### src/rtl/msg_framer.sv
// Debug message framer: buffers one message of payload words, then emits a
// header word followed by the payload as a gap-free nd-qualified stream.
module msg_framer #(
  parameter int MSG_WIDTH  = 32,
  parameter int TYPE_WIDTH = 7,
  parameter int LEN_WIDTH  = 8,
  parameter int DEPTH      = 16
) (
  input  logic                  clk,
  input  logic                  rst_n,
  input  logic                  in_start,
  input  logic [TYPE_WIDTH-1:0] in_type,
  input  logic [MSG_WIDTH-2:0]  in_word,
  input  logic                  in_word_nd,
  input  logic                  in_end,
  output logic                  ready,
  output logic [MSG_WIDTH-1:0]  out_msg,
  output logic                  out_msg_nd,
  output logic                  error
);

  localparam int AW        = $clog2(DEPTH);
  localparam int CW        = AW + 1;
  localparam int SEQ_WIDTH = MSG_WIDTH - 1 - TYPE_WIDTH - LEN_WIDTH;

  typedef enum logic [1:0] {IDLE, COLLECT, HEADER, SEND} state_t;

  state_t                state_q, state_d;
  logic [CW-1:0]         count_q, count_d;
  logic [AW-1:0]         rd_q, rd_d;
  logic [TYPE_WIDTH-1:0] type_q, type_d;
  logic [SEQ_WIDTH-1:0]  seq_q, seq_d;
  logic                  err_q, err_d;
  logic                  wr_en;
  logic [AW-1:0]         wr_idx;
  logic [MSG_WIDTH-2:0]  mem [DEPTH];
  logic [MSG_WIDTH-1:0]  last_q;
  logic [MSG_WIDTH-1:0]  header;
  logic [MSG_WIDTH-1:0]  payload;

  always_comb begin
    state_d = state_q;
    count_d = count_q;
    rd_d    = rd_q;
    type_d  = type_q;
    seq_d   = seq_q;
    err_d   = err_q;
    wr_en   = 1'b0;
    wr_idx  = count_q[AW-1:0];
    unique case (state_q)
      IDLE: begin
        if (in_start) begin
          type_d  = in_type;
          count_d = '0;
          wr_idx  = '0;
          if (in_word_nd) begin
            wr_en   = 1'b1;
            count_d = CW'(1);
          end
          state_d = in_end ? HEADER : COLLECT;
        end else if (in_word_nd || in_end) begin
          err_d = 1'b1;
        end
      end
      COLLECT: begin
        if (in_start) err_d = 1'b1;
        if (in_word_nd) begin
          if (count_q < CW'(DEPTH)) begin
            wr_en   = 1'b1;
            count_d = count_q + CW'(1);
          end else begin
            err_d = 1'b1;
          end
        end
        if (in_end) state_d = HEADER;
      end
      HEADER: begin
        if (in_start || in_word_nd || in_end) err_d = 1'b1;
        seq_d   = seq_q + SEQ_WIDTH'(1);
        rd_d    = '0;
        state_d = (count_q == '0) ? IDLE : SEND;
      end
      SEND: begin
        if (in_start || in_word_nd || in_end) err_d = 1'b1;
        rd_d = rd_q + AW'(1);
        if (CW'(rd_q) == count_q - CW'(1)) state_d = IDLE;
      end
      default: state_d = IDLE;
    endcase
  end

  always_ff @(posedge clk) begin
    if (rst_n) begin
      state_q <= IDLE;
      count_q <= '0;
      rd_q    <= '0;
      type_q  <= '0;
      seq_q   <= '0;
      err_q   <= 1'b0;
      last_q  <= '0;
    end else begin
      state_q <= state_d;
      count_q <= count_d;
      rd_q    <= rd_d;
      type_q  <= type_d;
      seq_q   <= seq_d;
      err_q   <= err_d;
      if (out_msg_nd) last_q <= out_msg;
    end
  end

  // Buffer contents need no reset: count_q gates every read.
  always_ff @(posedge clk) begin
    if (wr_en) mem[wr_idx] <= in_word;
  end

  assign header     = {1'b1, type_q, LEN_WIDTH'(count_q), seq_q};
  assign payload    = {1'b0, mem[rd_q]};
  assign out_msg_nd = (state_q == HEADER) || (state_q == SEND);
  assign out_msg    = (state_q == HEADER) ? header :
                      (state_q == SEND)   ? payload : last_q;
  assign ready      = (state_q == IDLE);
  assign error      = err_q;

endmodule

### config.mk
export PLATFORM = sky130hd
export DESIGN_NAME = msg_framer
export DESIGN_NICKNAME = d
export VERILOG_FILES = /design/src/rtl/msg_framer.sv
export SDC_FILE = /design/constraint.sdc
export NUM_CORES = 1
export LEC_CHECK = 0
export ABC_AREA = 1
export CORE_MARGIN = 5
export CORE_UTILIZATION = 45
export CTS_CLUSTER_SIZE = 28
export DETAILED_ROUTE_END_ITERATION = 6
export PLACE_DENSITY = 0.66
export SYNTH_ARGS = -nofsm -noshare
export SYNTH_HDL_FRONTEND = slang
export SYNTH_SLANG_ARGS = --single-unit
### constraint.sdc
create_clock -name clk -period 3.85 [get_ports clk]
set_clock_uncertainty 0.05 [all_clocks]
set_input_delay 0.77 -clock clk [delete_from_list [all_inputs] [get_ports clk]]
set_output_delay 0.77 -clock clk [all_outputs]
set_load 0.005 [all_outputs]
* Word-level counts from Yosys, hierarchy flattened
Memories as Yosys holds them, arrays and structs flattened. A register that Yosys moved wholly into a read port is not among the register bits. Cells that the tools add are included.
Word-level totals: bits in registers 67, latch bits 0, memory bits (writable) 496, memory bits (read-only) 0, memories kept 1
Memory list:
- mem | words 16, width 31, rd ports 1, clocked after memory_dff 1, write ports 1, line 36 | logic [MSG_WIDTH-2:0] mem [DEPTH];
Operators by class: add/sub/neg operators 4, $mul 0, div/mod/pow operators 0, $lt $le $gt $ge 1, equality and inequality tests 12, shifts and indexed selects 0, muxes and demuxes 32, bitwise gates (word level) 0, reduce and logical (&&, ||, !) cells 13
Operators with widths (count):
- $mux 32 | 2
- $add 16x1->16 const B | 1
- $mux 4 | 4
- $mux 5 | 3
- $mux 1 | 13
- $ne 2x2->1 const B | 6
- $mux 2 | 5
- $pmux 5 s2 | 1
- $pmux 2 s4 | 1
- $pmux 4 s2 | 1
- $reduce_and 3->1 | 2
- $add 5x1->5 const B | 1
- $eq 4x5->1 | 1
- $logic_not 5->1 | 1
- $lt 5x5->1 const B | 1
- $sub 5x1->5 const B | 1
- $add 4x1->4 const B | 1
- $eq 2x2->1 const B | 2
- $logic_or 1x1->1 | 4
- $ne 2x1->1 const B | 2
- $reduce_and 4->1 | 1
- $reduce_bool 2->1 | 2
- $pmux 1 s3 | 1
- $eq 2x1->1 const B | 1
- 4 further kinds | 4

* Depth between registers and ports, before layout
word-level depth 6, gate-level depth with buffers 12, depth with buffers taken out 9

* Worst setup path after synthesis
Ideal clock, no wire load.
path kind input -> register, start point input port in_start, end point memory mem[4][0] (netlist name) (enable), arrival 3.453 ns, required time 3.342 ns, slack -0.111 ns, stages 6, path buffers 0, cells stage by stage inv_1 -> nor2_2 -> nor2_1 -> nor2_4 -> inv_1 -> nor3_1
On the way: word-level cells in the longest chain between the ends 4, elaborated cells between the ends (all ways) 6, those cells by class mux (6)
RTL lines:
- from (decl) | line 11 | input logic in_start,
- $mux 1 | line 52 | if (in_start) begin
- $pmux 1 s2 | line 50 | unique case (state_q)
- $mux 1 | line 114 | if (wr_en) mem[wr_idx] <= in_word;
- $mux 1 (implied by the code) | line 114
- to (decl) | line 36
Parallel ways exist; a longest one is shown, timed or not.

==> impl_metrics.json <==
{
  "outcome": "finished clean",
  "yosys.area.top_type_share_pct": 60.22,
  "initial_utilization_pct": 45.16,
  "swShare_pct": 22.52,
  "die_width_um": 244.5,
  "synth_edf_count": 496,
  "cp-endpoint": "out_msg[12]",
  "ys_top_cells_by_count": "835 x nand2_1, 496 x edfxtp_1, 411 x inv_1, 351 x nand3_1, 71 x dfxtp_1",
  "yosysMostFrequentCell": "nand2_1",
  "power_density_nw_per_um2": 456.9,
  "r2r-end": "mem[10][13]",
  "dp_hpwl_mm": 33.68,
  "antenna_found_initial": 1,
  "p_clk_share_pct": 40.1,
  "synth_top_cell_by_area": "edfxtp_1",
  "relSlewSlack_pct": 50.06,
  "cp-start-kind": "register",
  "critical_path_required_ns": 3.03,
  "cts-buffers-inserted": 56,
  "portBuffers": 77,
  "seqPwrFrac_pct": 53.0,
  "r2r_start": "state_q[1]",
  "grt_max_degree": 101,
  "p_int_w": 0.009965,
  "h-tree-depth": 2,
  "cts_root_buf": "clkbuf_16",
  "crit_type": "reg -> out",
  "fill_cells": 4688,
  "die_area_um2": 59760,
  "crit_path_max_fanout": 22,
  "ios": 78,
  "syn-instance-count": 2499,
  "final.setup.tns_ns": 0,
  "dr.pass1.iters": 5,
  "globalplace.congestion": 0.8404,
  "tritoncts": "built",
  "grt_pass1_wl_mm": 93.65,
  "cp_data_arrival_time_ns": 2.93,
  "die_h_um": 244.5,
  "wirelength_mm": 60.87,
  "fin_nets": 2607,
  "synth_top_family_by_area": "simple AND/OR/NAND/NOR gates",
  "yosys.area_share.simple_pct": 21.62,
  "ant_nets": 0,
  "post-route-period-util_pct": 97.52,
  "drv_slew": 0,
  "power_switching_w": 0.002896,
  "viasPerCell": 5.184,
  "finalHoldViolCount": 0,
  "synth-seq-cells": 567,
  "whs_ns": 0.4216,
  "ir_drop_mv": 0.2982,
  "area_growth_pct": 13.80,
  "hp-class": "reg -> reg",
  "ys_top_cells_by_area": "edfxtp_1 60%, nand2_1 13%, nand3_1 7.1%",
  "route.detailed.drc": 0,
  "rows": 86,
  "ys_seq_area_share_pct": 65.96,
  "ys_types": 39,
  "synth_compound_area_share_pct": 2.357,
  "finalCriticalPeriod_ns": 3.755,
  "coreArea_um2": 54770,
  "drive_gt1_share_pct": 6.641,
  "grt-ovfl-total": 0,
  "synth.area.mux_share_pct": 0,
  "ys_async_sr_fraction_pct": 0,
  "reg2regPathDepth": 8,
  "p_leak_nw": 11.77,
  "multi_input_area_um2": 6168,
  "clk_latency_ns": 0.62,
  "path_clk_slew_ns": 0.06,
  "syn_avg_cell_area_um2": 9.898,
  "synth_flop_cell": "edfxtp_1",
  "grt_setup_unrepaired": "false",
  "clock-sinks": 567,
  "fmax_ghz": 0.2663,
  "routedWlPerCell_um": 18.38,
  "setup_violations": 0,
  "synth-xor-area-share_pct": 0.3187,
  "rrSetupSlack_ns": 1.21,
  "vias": 17170,
  "grtUsageTotal_pct": 19.88,
  "netlist_area_um2": 24730,
  "synth_nets": 2546,
  "drtIter0Drc": 1600,
  "grt_pass1_vias": 16580,
  "drv_cap": 0,
  "p_comb_share_pct": 6.9,
  "cts_buffer_depth": 3,
  "cp-end-kind": "primary output",
  "worst_pin_slew_ns": 0.7491,
  "synth_fa_ha_area_share_pct": 0.2023,
  "yosysWarnings": 0,
  "ctsHoldBuffers": 0,
  "seq_area_um2": 16330
}
## final cells by class
class                      count  share of cell area (%)
antenna                        2                 0.01778
clock buffer                  81                   5.730
clock inverter                22                  0.3956
inverter                     421                   5.694
multi-input combinational   1388                   21.91
sequential                   567                   58.00
tap                          704                   3.129
timing repair buffer         126                   5.121
## registers in the layout (all words and copies together), names as in the netlist, named ones only
signal / count
mem: 496
last_q: 32
seq_q: 16
type_q: 7
count_q: 5
rd_q: 4
state_q: 2
error: 1
## power by group through the flow
stage | Sequential [W] | Clock, W | Combinational, W
floorplan | 0.00693 | 0 | 0.000523
global placement | 0.00695 | 0 | 0.000841
detailed placement | 0.00695 | 0 | 0.000858
CTS | 0.00682 | 0.00526 | 0.000872
global route | 0.00683 | 0.00552 | 0.000980
finish | 0.00682 | 0.00515 | 0.000884
## per-layer routing
layer / part of all wire [%] / vias up / GRT usage, % / wire (um)
met3: 8.0 / 105 / 3.279 / 4855
met4: 2.8 / 0 / 6.799 / 1709
met5: 0 / - / 0 / 0
li1: - / 8189 / - / -
met1: 43 / 8209 / 27.57 / 26010
met2: 46 / 662 / 32.16 / 28300
## critical path, stage by stage, from the launching register on
cell,delay [ns]
dfxtp_2,0.33
inv_2,0.52
buf_12,0.26
nand3_1,0.16
nand2_1,0.12
nand2_1,0.06
nand3_1,0.31
nand2_1,0.09
clkdlybuf4s50_1,0.46
## metrics by stage
step                      std cells  utilization [%]  power [W]  worst slack (ns)  instance area, um^2
after floorplan                2499                -   0.007458           -0.1106                24740
after global placement         3202            48.00   0.007787            0.6070                26290
after detailed placement       3202            48.00   0.007809            0.6050                26290
after CTS                      3306            51.22    0.01295         0.0008515                28050
after global routing           3309            51.38    0.01333           0.03133                28140
final                          3311            51.39    0.01286           0.09541                28150
## placed cells by master, fill, tap and decap left out, types with 23 or more instances in the layout
master,synthesis,layout
nand3_1,351,350
clkdlybuf4s50_1,0,76
inv_1,411,411
edfxtp_1,496,496
nand2_1,835,835
a21oi_1,51,51
buf_4,5,25
nor2_1,48,40
dfxtp_1,71,67
clkbuf_16,0,61
a22oi_1,23,23
## how the worst min path moves through the flow
stage,slack [ns],from,cells after the start,endpoint
6_report,0.42,last_q[21],2,last_q[21]
5_1_grt,0.45,last_q[22],2,last_q[22]
4_1_cts,0.42,last_q[21],2,last_q[21]
3_5_place_dp,0.41,last_q[21],2,last_q[21]
3_3_place_gp,0.40,error,2,error
2_1_floorplan,0.40,error,2,error
## what timing repair did
action / 4_1_cts / 5_1_grt
setup buffers: 0 / 1
cloned: 1 / 2
gates resized for setup: 1 / 8
endpoints found under the setup margin: 15 / 19
endpoints found under the hold margin: 0 / 0
## kinds of logic after synthesis
family	Yosys count
DFF	567
AOI/OAI and AO/OA	102
adders and majority gates	4
xor gates and xnor gates	9
and+or+nand+nor	1273
buffers and inverters	544
(Power assumes the default switching activity.)
